$ cat src/rtl/axi_id_remap_table.sv
// AXI4 ID remapper: folds a wide slave-port ID space onto a small set of
// master-port IDs. It keeps one remap table per direction, each with
// per-entry outstanding-transaction counters, and restores the original
// ID on B/R responses.
// Optional feature macro: AXI_ID_REMAP_STATS_EN adds the per-direction
// stall counters aw_stall_cnt / ar_stall_cnt.
module axi_id_remap_table #(
  parameter int unsigned AXI_SLV_PORT_ID_WIDTH        = 5,
  parameter int unsigned AXI_MST_PORT_ID_WIDTH        = 2,
  parameter int unsigned AXI_MST_PORT_MAX_UNIQ_IDS    = 4,
  parameter int unsigned AXI_MST_PORT_MAX_TXNS_PER_ID = 4,
  parameter int unsigned AXI_ADDR_WIDTH               = 32,
  parameter int unsigned AXI_DATA_WIDTH               = 64,
  parameter int unsigned AXI_USER_WIDTH               = 1
) (
  input  logic                             aclk,
  input  logic                             rstn,
  // slave AW
  input  logic [AXI_SLV_PORT_ID_WIDTH-1:0] s_axi_awid,
  input  logic [AXI_ADDR_WIDTH-1:0]        s_axi_awaddr,
  input  logic [7:0]                       s_axi_awlen,
  input  logic [2:0]                       s_axi_awsize,
  input  logic [1:0]                       s_axi_awburst,
  input  logic                             s_axi_awlock,
  input  logic [3:0]                       s_axi_awcache,
  input  logic [2:0]                       s_axi_awprot,
  input  logic [3:0]                       s_axi_awqos,
  input  logic [3:0]                       s_axi_awregion,
  input  logic [5:0]                       s_axi_awatop,
  input  logic [AXI_USER_WIDTH-1:0]        s_axi_awuser,
  input  logic                             s_axi_awvalid,
  output logic                             s_axi_awready,
  // slave W
  input  logic [AXI_DATA_WIDTH-1:0]        s_axi_wdata,
  input  logic [AXI_DATA_WIDTH/8-1:0]      s_axi_wstrb,
  input  logic                             s_axi_wlast,
  input  logic [AXI_USER_WIDTH-1:0]        s_axi_wuser,
  input  logic                             s_axi_wvalid,
  output logic                             s_axi_wready,
  // slave B
  output logic [AXI_SLV_PORT_ID_WIDTH-1:0] s_axi_bid,
  output logic [1:0]                       s_axi_bresp,
  output logic [AXI_USER_WIDTH-1:0]        s_axi_buser,
  output logic                             s_axi_bvalid,
  input  logic                             s_axi_bready,
  // slave AR
  input  logic [AXI_SLV_PORT_ID_WIDTH-1:0] s_axi_arid,
  input  logic [AXI_ADDR_WIDTH-1:0]        s_axi_araddr,
  input  logic [7:0]                       s_axi_arlen,
  input  logic [2:0]                       s_axi_arsize,
  input  logic [1:0]                       s_axi_arburst,
  input  logic                             s_axi_arlock,
  input  logic [3:0]                       s_axi_arcache,
  input  logic [2:0]                       s_axi_arprot,
  input  logic [3:0]                       s_axi_arqos,
  input  logic [3:0]                       s_axi_arregion,
  input  logic [AXI_USER_WIDTH-1:0]        s_axi_aruser,
  input  logic                             s_axi_arvalid,
  output logic                             s_axi_arready,
  // slave R
  output logic [AXI_SLV_PORT_ID_WIDTH-1:0] s_axi_rid,
  output logic [AXI_DATA_WIDTH-1:0]        s_axi_rdata,
  output logic [1:0]                       s_axi_rresp,
  output logic                             s_axi_rlast,
  output logic [AXI_USER_WIDTH-1:0]        s_axi_ruser,
  output logic                             s_axi_rvalid,
  input  logic                             s_axi_rready,
  // master AW
  output logic [AXI_MST_PORT_ID_WIDTH-1:0] m_axi_awid,
  output logic [AXI_ADDR_WIDTH-1:0]        m_axi_awaddr,
  output logic [7:0]                       m_axi_awlen,
  output logic [2:0]                       m_axi_awsize,
  output logic [1:0]                       m_axi_awburst,
  output logic                             m_axi_awlock,
  output logic [3:0]                       m_axi_awcache,
  output logic [2:0]                       m_axi_awprot,
  output logic [3:0]                       m_axi_awqos,
  output logic [3:0]                       m_axi_awregion,
  output logic [5:0]                       m_axi_awatop,
  output logic [AXI_USER_WIDTH-1:0]        m_axi_awuser,
  output logic                             m_axi_awvalid,
  input  logic                             m_axi_awready,
  // master W
  output logic [AXI_DATA_WIDTH-1:0]        m_axi_wdata,
  output logic [AXI_DATA_WIDTH/8-1:0]      m_axi_wstrb,
  output logic                             m_axi_wlast,
  output logic [AXI_USER_WIDTH-1:0]        m_axi_wuser,
  output logic                             m_axi_wvalid,
  input  logic                             m_axi_wready,
  // master B
  input  logic [AXI_MST_PORT_ID_WIDTH-1:0] m_axi_bid,
  input  logic [1:0]                       m_axi_bresp,
  input  logic [AXI_USER_WIDTH-1:0]        m_axi_buser,
  input  logic                             m_axi_bvalid,
  output logic                             m_axi_bready,
  // master AR
  output logic [AXI_MST_PORT_ID_WIDTH-1:0] m_axi_arid,
  output logic [AXI_ADDR_WIDTH-1:0]        m_axi_araddr,
  output logic [7:0]                       m_axi_arlen,
  output logic [2:0]                       m_axi_arsize,
  output logic [1:0]                       m_axi_arburst,
  output logic                             m_axi_arlock,
  output logic [3:0]                       m_axi_arcache,
  output logic [2:0]                       m_axi_arprot,
  output logic [3:0]                       m_axi_arqos,
  output logic [3:0]                       m_axi_arregion,
  output logic [AXI_USER_WIDTH-1:0]        m_axi_aruser,
  output logic                             m_axi_arvalid,
  input  logic                             m_axi_arready,
  // master R
  input  logic [AXI_MST_PORT_ID_WIDTH-1:0] m_axi_rid,
  input  logic [AXI_DATA_WIDTH-1:0]        m_axi_rdata,
  input  logic [1:0]                       m_axi_rresp,
  input  logic                             m_axi_rlast,
  input  logic [AXI_USER_WIDTH-1:0]        m_axi_ruser,
  input  logic                             m_axi_rvalid,
  output logic                             m_axi_rready,
`ifdef AXI_ID_REMAP_STATS_EN
  output logic [31:0]                      aw_stall_cnt,
  output logic [31:0]                      ar_stall_cnt,
`endif
  output logic                             proto_err
);

  localparam int unsigned SW   = AXI_SLV_PORT_ID_WIDTH;
  localparam int unsigned MW   = AXI_MST_PORT_ID_WIDTH;
  localparam int unsigned N    = AXI_MST_PORT_MAX_UNIQ_IDS;
  localparam int unsigned MAXT = AXI_MST_PORT_MAX_TXNS_PER_ID;
  localparam int unsigned CW   = $clog2(MAXT + 1);

  // Index 0 = write table (AW/B), index 1 = read table (AR/R).
  logic          r_valid [2][N];
  logic [SW-1:0] r_sid   [2][N];
  logic [CW-1:0] r_cnt   [2][N];
  logic          r_proto_err;

  logic          w_req_valid [2];
  logic          w_req_rdy   [2];
  logic [SW-1:0] w_req_id    [2];
  logic          w_rsp_hs    [2];
  logic          w_rsp_last  [2];
  logic [MW-1:0] w_rsp_id    [2];
  logic          w_hit       [2];
  logic          w_hit_full  [2];
  logic [MW-1:0] w_hit_idx   [2];
  logic          w_free      [2];
  logic [MW-1:0] w_free_idx  [2];
  logic          w_can       [2];
  logic [MW-1:0] w_idx       [2];
  logic          w_iss       [2];
  logic          w_rsp_ok    [2];
  logic [SW-1:0] w_rsp_sid   [2];
  logic          w_inc       [2][N];
  logic          w_dec       [2][N];
  logic          w_err;

  // Gather both directions into arrays so one lookup body serves AW and AR.
  always_comb begin
    w_req_valid[0] = s_axi_awvalid;
    w_req_valid[1] = s_axi_arvalid;
    w_req_rdy[0]   = m_axi_awready;
    w_req_rdy[1]   = m_axi_arready;
    w_req_id[0]    = s_axi_awid;
    w_req_id[1]    = s_axi_arid;
    w_rsp_hs[0]    = m_axi_bvalid & s_axi_bready;
    w_rsp_hs[1]    = m_axi_rvalid & s_axi_rready;
    w_rsp_last[0]  = 1'b1;
    w_rsp_last[1]  = m_axi_rlast;
    w_rsp_id[0]    = m_axi_bid;
    w_rsp_id[1]    = m_axi_rid;
  end

  // Table lookup: hit / lowest free entry for requests, ID restore for responses.
  always_comb begin
    for (int unsigned d = 0; d < 2; d++) begin
      w_hit[d]      = 1'b0;
      w_hit_full[d] = 1'b0;
      w_hit_idx[d]  = '0;
      w_free[d]     = 1'b0;
      w_free_idx[d] = '0;
      w_rsp_ok[d]   = 1'b0;
      w_rsp_sid[d]  = '0;
      for (int unsigned i = 0; i < N; i++) begin
        if (r_valid[d][i] && (r_sid[d][i] == w_req_id[d])) begin
          w_hit[d]      = 1'b1;
          w_hit_full[d] = (r_cnt[d][i] == CW'(MAXT));
          w_hit_idx[d]  = MW'(i);
        end
        if (!r_valid[d][i] && !w_free[d]) begin
          w_free[d]     = 1'b1;
          w_free_idx[d] = MW'(i);
        end
        // IDs at or beyond N never match an entry and fall out as errors.
        if (r_valid[d][i] && (w_rsp_id[d] == MW'(i))) begin
          w_rsp_ok[d]  = 1'b1;
          w_rsp_sid[d] = r_sid[d][i];
        end
      end
      w_can[d] = rstn & (w_hit[d] ? !w_hit_full[d] : w_free[d]);
      w_idx[d] = w_hit[d] ? w_hit_idx[d] : w_free_idx[d];
      w_iss[d] = w_req_valid[d] & w_req_rdy[d] & w_can[d];
      for (int unsigned i = 0; i < N; i++) begin
        w_inc[d][i] = w_iss[d] && (w_idx[d] == MW'(i));
        w_dec[d][i] = w_rsp_hs[d] && w_rsp_last[d] && r_valid[d][i] &&
                      (w_rsp_id[d] == MW'(i));
      end
    end
    w_err = (w_rsp_hs[0] & ~w_rsp_ok[0]) | (w_rsp_hs[1] & ~w_rsp_ok[1]) |
            (w_iss[0] & s_axi_awatop[5]);
  end

  // Entry update: issue increments (allocating if needed), final response
  // beat decrements; an entry reaching zero is released at the same edge, so
  // a freed slot is only visible to allocation from the next cycle.
  always_ff @(posedge aclk or negedge rstn) begin
    if (!rstn) begin
      for (int unsigned d = 0; d < 2; d++) begin
        for (int unsigned i = 0; i < N; i++) begin
          r_valid[d][i] <= 1'b0;
          r_sid[d][i]   <= '0;
          r_cnt[d][i]   <= '0;
        end
      end
    end else begin
      for (int unsigned d = 0; d < 2; d++) begin
        for (int unsigned i = 0; i < N; i++) begin
          if (w_inc[d][i] && !w_dec[d][i]) begin
            r_valid[d][i] <= 1'b1;
            r_cnt[d][i]   <= r_cnt[d][i] + CW'(1);
            if (!r_valid[d][i]) r_sid[d][i] <= w_req_id[d];
          end else if (w_dec[d][i] && !w_inc[d][i]) begin
            r_cnt[d][i] <= r_cnt[d][i] - CW'(1);
            if (r_cnt[d][i] == CW'(1)) r_valid[d][i] <= 1'b0;
          end
        end
      end
    end
  end

  // Sticky protocol-error flag.
  always_ff @(posedge aclk or negedge rstn) begin
    if (!rstn) r_proto_err <= 1'b0;
    else if (w_err) r_proto_err <= 1'b1;
  end

  assign proto_err = r_proto_err;

`ifdef AXI_ID_REMAP_STATS_EN
  logic [31:0] r_stall [2];

  // Saturating count of cycles a request waits for a table slot.
  always_ff @(posedge aclk or negedge rstn) begin
    if (!rstn) begin
      r_stall[0] <= '0;
      r_stall[1] <= '0;
    end else begin
      for (int unsigned d = 0; d < 2; d++) begin
        if (w_req_valid[d] && !w_can[d] && (r_stall[d] != '1))
          r_stall[d] <= r_stall[d] + 32'd1;
      end
    end
  end

  assign aw_stall_cnt = r_stall[0];
  assign ar_stall_cnt = r_stall[1];
`endif

  // AW
  assign m_axi_awid     = w_idx[0];
  assign m_axi_awaddr   = s_axi_awaddr;
  assign m_axi_awlen    = s_axi_awlen;
  assign m_axi_awsize   = s_axi_awsize;
  assign m_axi_awburst  = s_axi_awburst;
  assign m_axi_awlock   = s_axi_awlock;
  assign m_axi_awcache  = s_axi_awcache;
  assign m_axi_awprot   = s_axi_awprot;
  assign m_axi_awqos    = s_axi_awqos;
  assign m_axi_awregion = s_axi_awregion;
  assign m_axi_awatop   = s_axi_awatop;
  assign m_axi_awuser   = s_axi_awuser;
  assign m_axi_awvalid  = s_axi_awvalid & w_can[0];
  assign s_axi_awready  = m_axi_awready & w_can[0];
  // W
  assign m_axi_wdata    = s_axi_wdata;
  assign m_axi_wstrb    = s_axi_wstrb;
  assign m_axi_wlast    = s_axi_wlast;
  assign m_axi_wuser    = s_axi_wuser;
  assign m_axi_wvalid   = rstn & s_axi_wvalid;
  assign s_axi_wready   = rstn & m_axi_wready;
  // B
  assign s_axi_bid      = w_rsp_sid[0];
  assign s_axi_bresp    = m_axi_bresp;
  assign s_axi_buser    = m_axi_buser;
  assign s_axi_bvalid   = rstn & m_axi_bvalid;
  assign m_axi_bready   = rstn & s_axi_bready;
  // AR
  assign m_axi_arid     = w_idx[1];
  assign m_axi_araddr   = s_axi_araddr;
  assign m_axi_arlen    = s_axi_arlen;
  assign m_axi_arsize   = s_axi_arsize;
  assign m_axi_arburst  = s_axi_arburst;
  assign m_axi_arlock   = s_axi_arlock;
  assign m_axi_arcache  = s_axi_arcache;
  assign m_axi_arprot   = s_axi_arprot;
  assign m_axi_arqos    = s_axi_arqos;
  assign m_axi_arregion = s_axi_arregion;
  assign m_axi_aruser   = s_axi_aruser;
  assign m_axi_arvalid  = s_axi_arvalid & w_can[1];
  assign s_axi_arready  = m_axi_arready & w_can[1];
  // R
  assign s_axi_rid      = w_rsp_sid[1];
  assign s_axi_rdata    = m_axi_rdata;
  assign s_axi_rresp    = m_axi_rresp;
  assign s_axi_rlast    = m_axi_rlast;
  assign s_axi_ruser    = m_axi_ruser;
  assign s_axi_rvalid   = rstn & m_axi_rvalid;
  assign m_axi_rready   = rstn & s_axi_rready;

endmodule
$ cat config.mk
export PLATFORM = sky130hd
export DESIGN_NAME = axi_id_remap_table
export DESIGN_NICKNAME = d
export VERILOG_FILES = /design/src/rtl/axi_id_remap_table.sv
export SDC_FILE = /design/constraint.sdc
export NUM_CORES = 1
export LEC_CHECK = 0
export ABC_CLOCK_PERIOD_IN_PS = 3760
export CAP_MARGIN = 25
export CORE_AREA = 2 2 233 235
export CTS_CLUSTER_SIZE = 24
export DETAILED_ROUTE_END_ITERATION = 8
export DIE_AREA = 0 0 235 237
export MAX_ROUTING_LAYER = met4
export PLACE_DENSITY_LB_ADDON = 0.15
export SLEW_MARGIN = 20
export SYNTH_ARGS = -nofsm -noshare
export SYNTH_HDL_FRONTEND = slang
export SYNTH_SLANG_ARGS = --single-unit
$ cat constraint.sdc
create_clock -name aclk -period 3.76 [get_ports aclk]
set_input_delay 0.376 -clock aclk [delete_from_list [all_inputs] [get_ports aclk]]
set_output_delay 0.376 -clock aclk [all_outputs]
set_load 0.1 [all_outputs]
==> metrics.log <==
INFO  metric run_status = completed
INFO  metric worstPathArrival = slightly below 3 ns
INFO  metric finalMaxSlewViolations = 0
INFO  metric gate_count_of_the_mapped_netlist = between 700 and 800
INFO  metric initial_core_utilization = between 10% and 20%
INFO  metric maxSlewHeadroom = 33.95%
INFO  metric gr-usage-all-layers = between 10 and 15%
INFO  metric floorplan.io_pins = roughly 600
INFO  metric timing.final.hold_violations = 0
INFO  metric dieWidth = 235 um
INFO  metric worstPathMaxFanout = 7
INFO  metric worst_setup_path_end_kind = output port
INFO  metric cts.path.max_buffers = 2
INFO  metric pwr_density_cell = about 480 nW/um^2
INFO  metric drtPass1Iterations = 4
INFO  metric synthArstFlopShare = 100.0%
INFO  metric synth_enable_flop_cells = 0
INFO  metric hold_path.class = input port to asynchronous set/reset pin
INFO  metric synthTopCellsByCount = sky130_fd_sc_hd__buf_4, sky130_fd_sc_hd__dfrtp_1, sky130_fd_sc_hd__ha_1, sky130_fd_sc_hd__nand2_1, sky130_fd_sc_hd__mux2_2
INFO  metric share_of_layout_cells_above_drive_strength_1 = between 20% and 30%
INFO  metric yosys_most_used_dff = sky130_fd_sc_hd__dfrtp_1
INFO  metric grt_antenna_before_repair = 1
INFO  metric placedInstanceArea = roughly 6700 sq um
INFO  metric final.fill_count = between 6000 and 7000
INFO  metric synth-warning-count = 0
INFO  metric synth_top_area_share = 29.40%
INFO  metric drt-initial-drc-count = roughly 290
INFO  metric grt_pass1_wl = approximately 45 mm
INFO  metric first_global_vias = 4663
INFO  metric cellLeakagePower = roughly 3.0 nW
INFO  metric clock_tree.root_cell = sky130_fd_sc_hd__clkbuf_16
INFO  metric setup_slack_of_the_critical_path_after_layout = 0.4658 ns
INFO  metric worstSkewPairLatency = approximately 0.37 ns
INFO  metric cts_max_level = 3
INFO  metric num_vias = 4484
INFO  metric route.detailed.vias_per_inst = ~3.4
INFO  metric final_nets = roughly 950
INFO  metric cts_made_buffers = 9
INFO  metric startpoint_type = input port
INFO  metric gp_congestion = between 0.7 and 0.8
INFO  metric drv_cap = 0
INFO  metric synth_area_leader_cell = sky130_fd_sc_hd__buf_4
INFO  metric count_of_antenna_diodes_in_the_layout = 0
INFO  metric critPathRequiredTime = about 3.4 ns
INFO  metric io_buffer_count = between 50 and 60
INFO  metric post-synth-top-count-cell = sky130_fd_sc_hd__buf_4
INFO  metric timing_worst_slew_pin_value = roughly 1 ns
INFO  metric register_area_share_after_synthesis = between 20% and 30%
INFO  metric count_of_state_elements_after_synthesis = 73
INFO  metric cts-resized-gates = 0
INFO  metric drt-total-wl = 34.16 mm
INFO  metric die-area = roughly 56000 sq um
INFO  metric period_needed = about 3.3 ns
INFO  metric layout_worst_path_cycle_share = 87.61%
INFO  metric route.detailed.wl_per_inst = between 20 and 30 um
INFO  metric finalClockSkew = roughly 0.013 ns
INFO  metric fin_tns_setup = 0 ns
INFO  metric antenna_violating_nets_post_route = 0
INFO  metric largest_net_degree_at_the_start_of_global_routing = 46
INFO  metric synth.cell_area = 7151 sq um
INFO  metric clk_pin_slew_worst_paths = ~0.07 ns
INFO  metric route.detailed.drc = 0
INFO  metric clock-sinks = 73
INFO  metric core-area = ~53000 sq um
INFO  metric globalRouteOverflowTotal = 0
INFO  metric ir_worst_vdd = 0.0002029 V
INFO  metric final-setup-viol-count = 0
INFO  metric synthTopCellsByArea = sky130_fd_sc_hd__buf_4, sky130_fd_sc_hd__dfrtp_1, sky130_fd_sc_hd__ha_1, sky130_fd_sc_hd__mux2_2, sky130_fd_sc_hd__xnor2_1
INFO  metric dp_hpwl = slightly below 30 mm
INFO  metric finalPower = around 3.4 mW
INFO  metric stdcell_area = around 7000 sq um
INFO  metric rsz_0062_raised_after_global_routing = no
INFO  metric synthesis.area_per_instance = approximately 9.0 sq um
INFO  metric std_cell_rows = 85
INFO  metric preCtsSetupSlack = 0.06954 ns
INFO  metric synthesis.nets = 1141
INFO  metric timing.fmax = 303.6 MHz
INFO  metric die_height = ~240 um
INFO  metric cts_tree = yes
INFO  metric synth.distinct_cells = 50
INFO  metric critical_path_class = input port to output port
INFO  metric flow.area_growth_from_synthesis = -1.627%
[state kept, by name, indices dropped and copies added, names as in the netlist]
name / cells
r_valid: 8
proto_err: 1
r_cnt: 24
r_sid: 40
[routing by layer]
metal  up-vias  wire length [um]  share of wire, %  track usage [%]
met1      2040             10740                31            10.59
met5         -                 0                 0                -
met4         0              1017               3.0            3.989
li1       1936                 -                 -                -
met3        78              8221                24            14.11
met2       430             14180                42            16.76
[final cells by class]
type                    count  area, sq um  area share (%)
multi-input cells         392         3019           42.92
repair buffers             93        898.4           12.77
well taps                 696        870.8           12.38
flip-flops and latches     73         1827           25.97
inverters                  33        123.9           1.761
clock inverters             6        70.07          0.9961
clock buffers               9        225.2           3.202
[final timing paths]
check | from | to | slack [ns] | depth (start not counted)
worst min register to register | proto_err$_DFFE_PN0P_ | proto_err$_DFFE_PN0P_ | 0.49 | 2
worst min-delay path | rstn | r_sid[18]$_DFFE_PN0P_ | 0.46 | 2
max in group asynchronous | rstn | r_valid[6]$_DFFE_PN0P_ | 2.27 | 3
worst max-delay path | s_axi_awid[2] | m_axi_awvalid | 0.47 | 9
worst max register to register | r_sid[0]$_DFFE_PN0P_ | r_sid[10]$_DFFE_PN0P_ | 0.79 | 9
min in group aclk | proto_err$_DFFE_PN0P_ | proto_err$_DFFE_PN0P_ | 0.49 | 2
[cells in the final DEF, fill, tap and decap left out, types with 3 or more instances in the layout]
| cell type | netlist | routed |
|---|---|---|
| sky130_fd_sc_hd__clkbuf_16 | 0 | 9 |
| sky130_fd_sc_hd__xor2_1 | 26 | 26 |
| sky130_fd_sc_hd__ha_1 | 48 | 48 |
| sky130_fd_sc_hd__o21ai_0 | 24 | 24 |
| sky130_fd_sc_hd__clkinvlp_4 | 0 | 3 |
| sky130_fd_sc_hd__dfrtp_1 | 73 | 73 |
| sky130_fd_sc_hd__nor3b_1 | 3 | 3 |
| sky130_fd_sc_hd__a211oi_1 | 4 | 4 |
| sky130_fd_sc_hd__mux2i_1 | 10 | 10 |
| sky130_fd_sc_hd__buf_4 | 280 | 53 |
| sky130_fd_sc_hd__nor3_1 | 13 | 13 |
| sky130_fd_sc_hd__or2_2 | 3 | 3 |
| sky130_fd_sc_hd__a22oi_1 | 10 | 10 |
| sky130_fd_sc_hd__mux2_2 | 43 | 43 |
| sky130_fd_sc_hd__inv_1 | 33 | 33 |
| sky130_fd_sc_hd__clkdlybuf4s50_1 | 0 | 29 |
| sky130_fd_sc_hd__nor2_1 | 32 | 32 |
| sky130_fd_sc_hd__a21o_1 | 8 | 8 |
| sky130_fd_sc_hd__buf_12 | 0 | 10 |
| sky130_fd_sc_hd__nand3_1 | 11 | 11 |
| sky130_fd_sc_hd__nor2b_1 | 9 | 9 |
| sky130_fd_sc_hd__nand4_1 | 3 | 3 |
| sky130_fd_sc_hd__and2_1 | 7 | 7 |
| sky130_fd_sc_hd__a21oi_1 | 11 | 11 |
| sky130_fd_sc_hd__nand2_1 | 48 | 48 |
| sky130_fd_sc_hd__a31oi_1 | 11 | 11 |
| sky130_fd_sc_hd__and3_1 | 4 | 4 |
| sky130_fd_sc_hd__nor4_1 | 5 | 5 |
| sky130_fd_sc_hd__xnor2_1 | 30 | 30 |
| sky130_fd_sc_hd__nand2b_1 | 6 | 6 |
[cells by family (layout without fill, tap and decap cells)]
group / after synthesis / after routing / synth area share (%)
muxes: 55 / 55 / 8.696
AOI/OAI and AO/OA: 79 / 79 / 7.384
and+or+nand+nor: 154 / 154 / 10.88
DFF: 73 / 73 / 25.55
buffers and inverters: 327 / 141 / 32.23
xor gates and xnor gates: 56 / 56 / 6.859
adders and majority gates: 48 / 48 / 8.399
[metrics by stage]
step           utilization [%]  cells  hold WS (ns)
2_1_floorplan                -    792       0.08041
3_3_place_gp             12.63   1286        0.3227
3_5_place_dp             12.63   1286        0.3247
4_1_cts                  13.20   1302        0.4580
5_1_grt                  13.20   1302        0.4671
6_report                 13.20   1302        0.4587
[worst max-delay path, stage by stage]
cell	delay (ns)
sky130_fd_sc_hd__clkdlybuf4s50_1	0.61
sky130_fd_sc_hd__xor2_1	0.25
sky130_fd_sc_hd__nor4_1	0.38
sky130_fd_sc_hd__and3_1	0.26
sky130_fd_sc_hd__mux2_4	0.32
sky130_fd_sc_hd__a32oi_4	0.25
sky130_fd_sc_hd__buf_4	0.21
sky130_fd_sc_hd__nor2b_1	0.08
sky130_fd_sc_hd__buf_12	0.17
[power by group]
group          total [mW]  internal, mW  switching, mW  leakage, nW
sequential           1.23          1.00          0.225        0.928
combinational        1.24         0.541          0.704         1.94
clock               0.921         0.513          0.408        0.134
[what timing repair did]
action	in CTS	in global routing
setup buffers	0	0
endpoints found under the hold margin	13	0
hold buffers	1	0
Note: power is estimated with default switching activity, not from simulation.
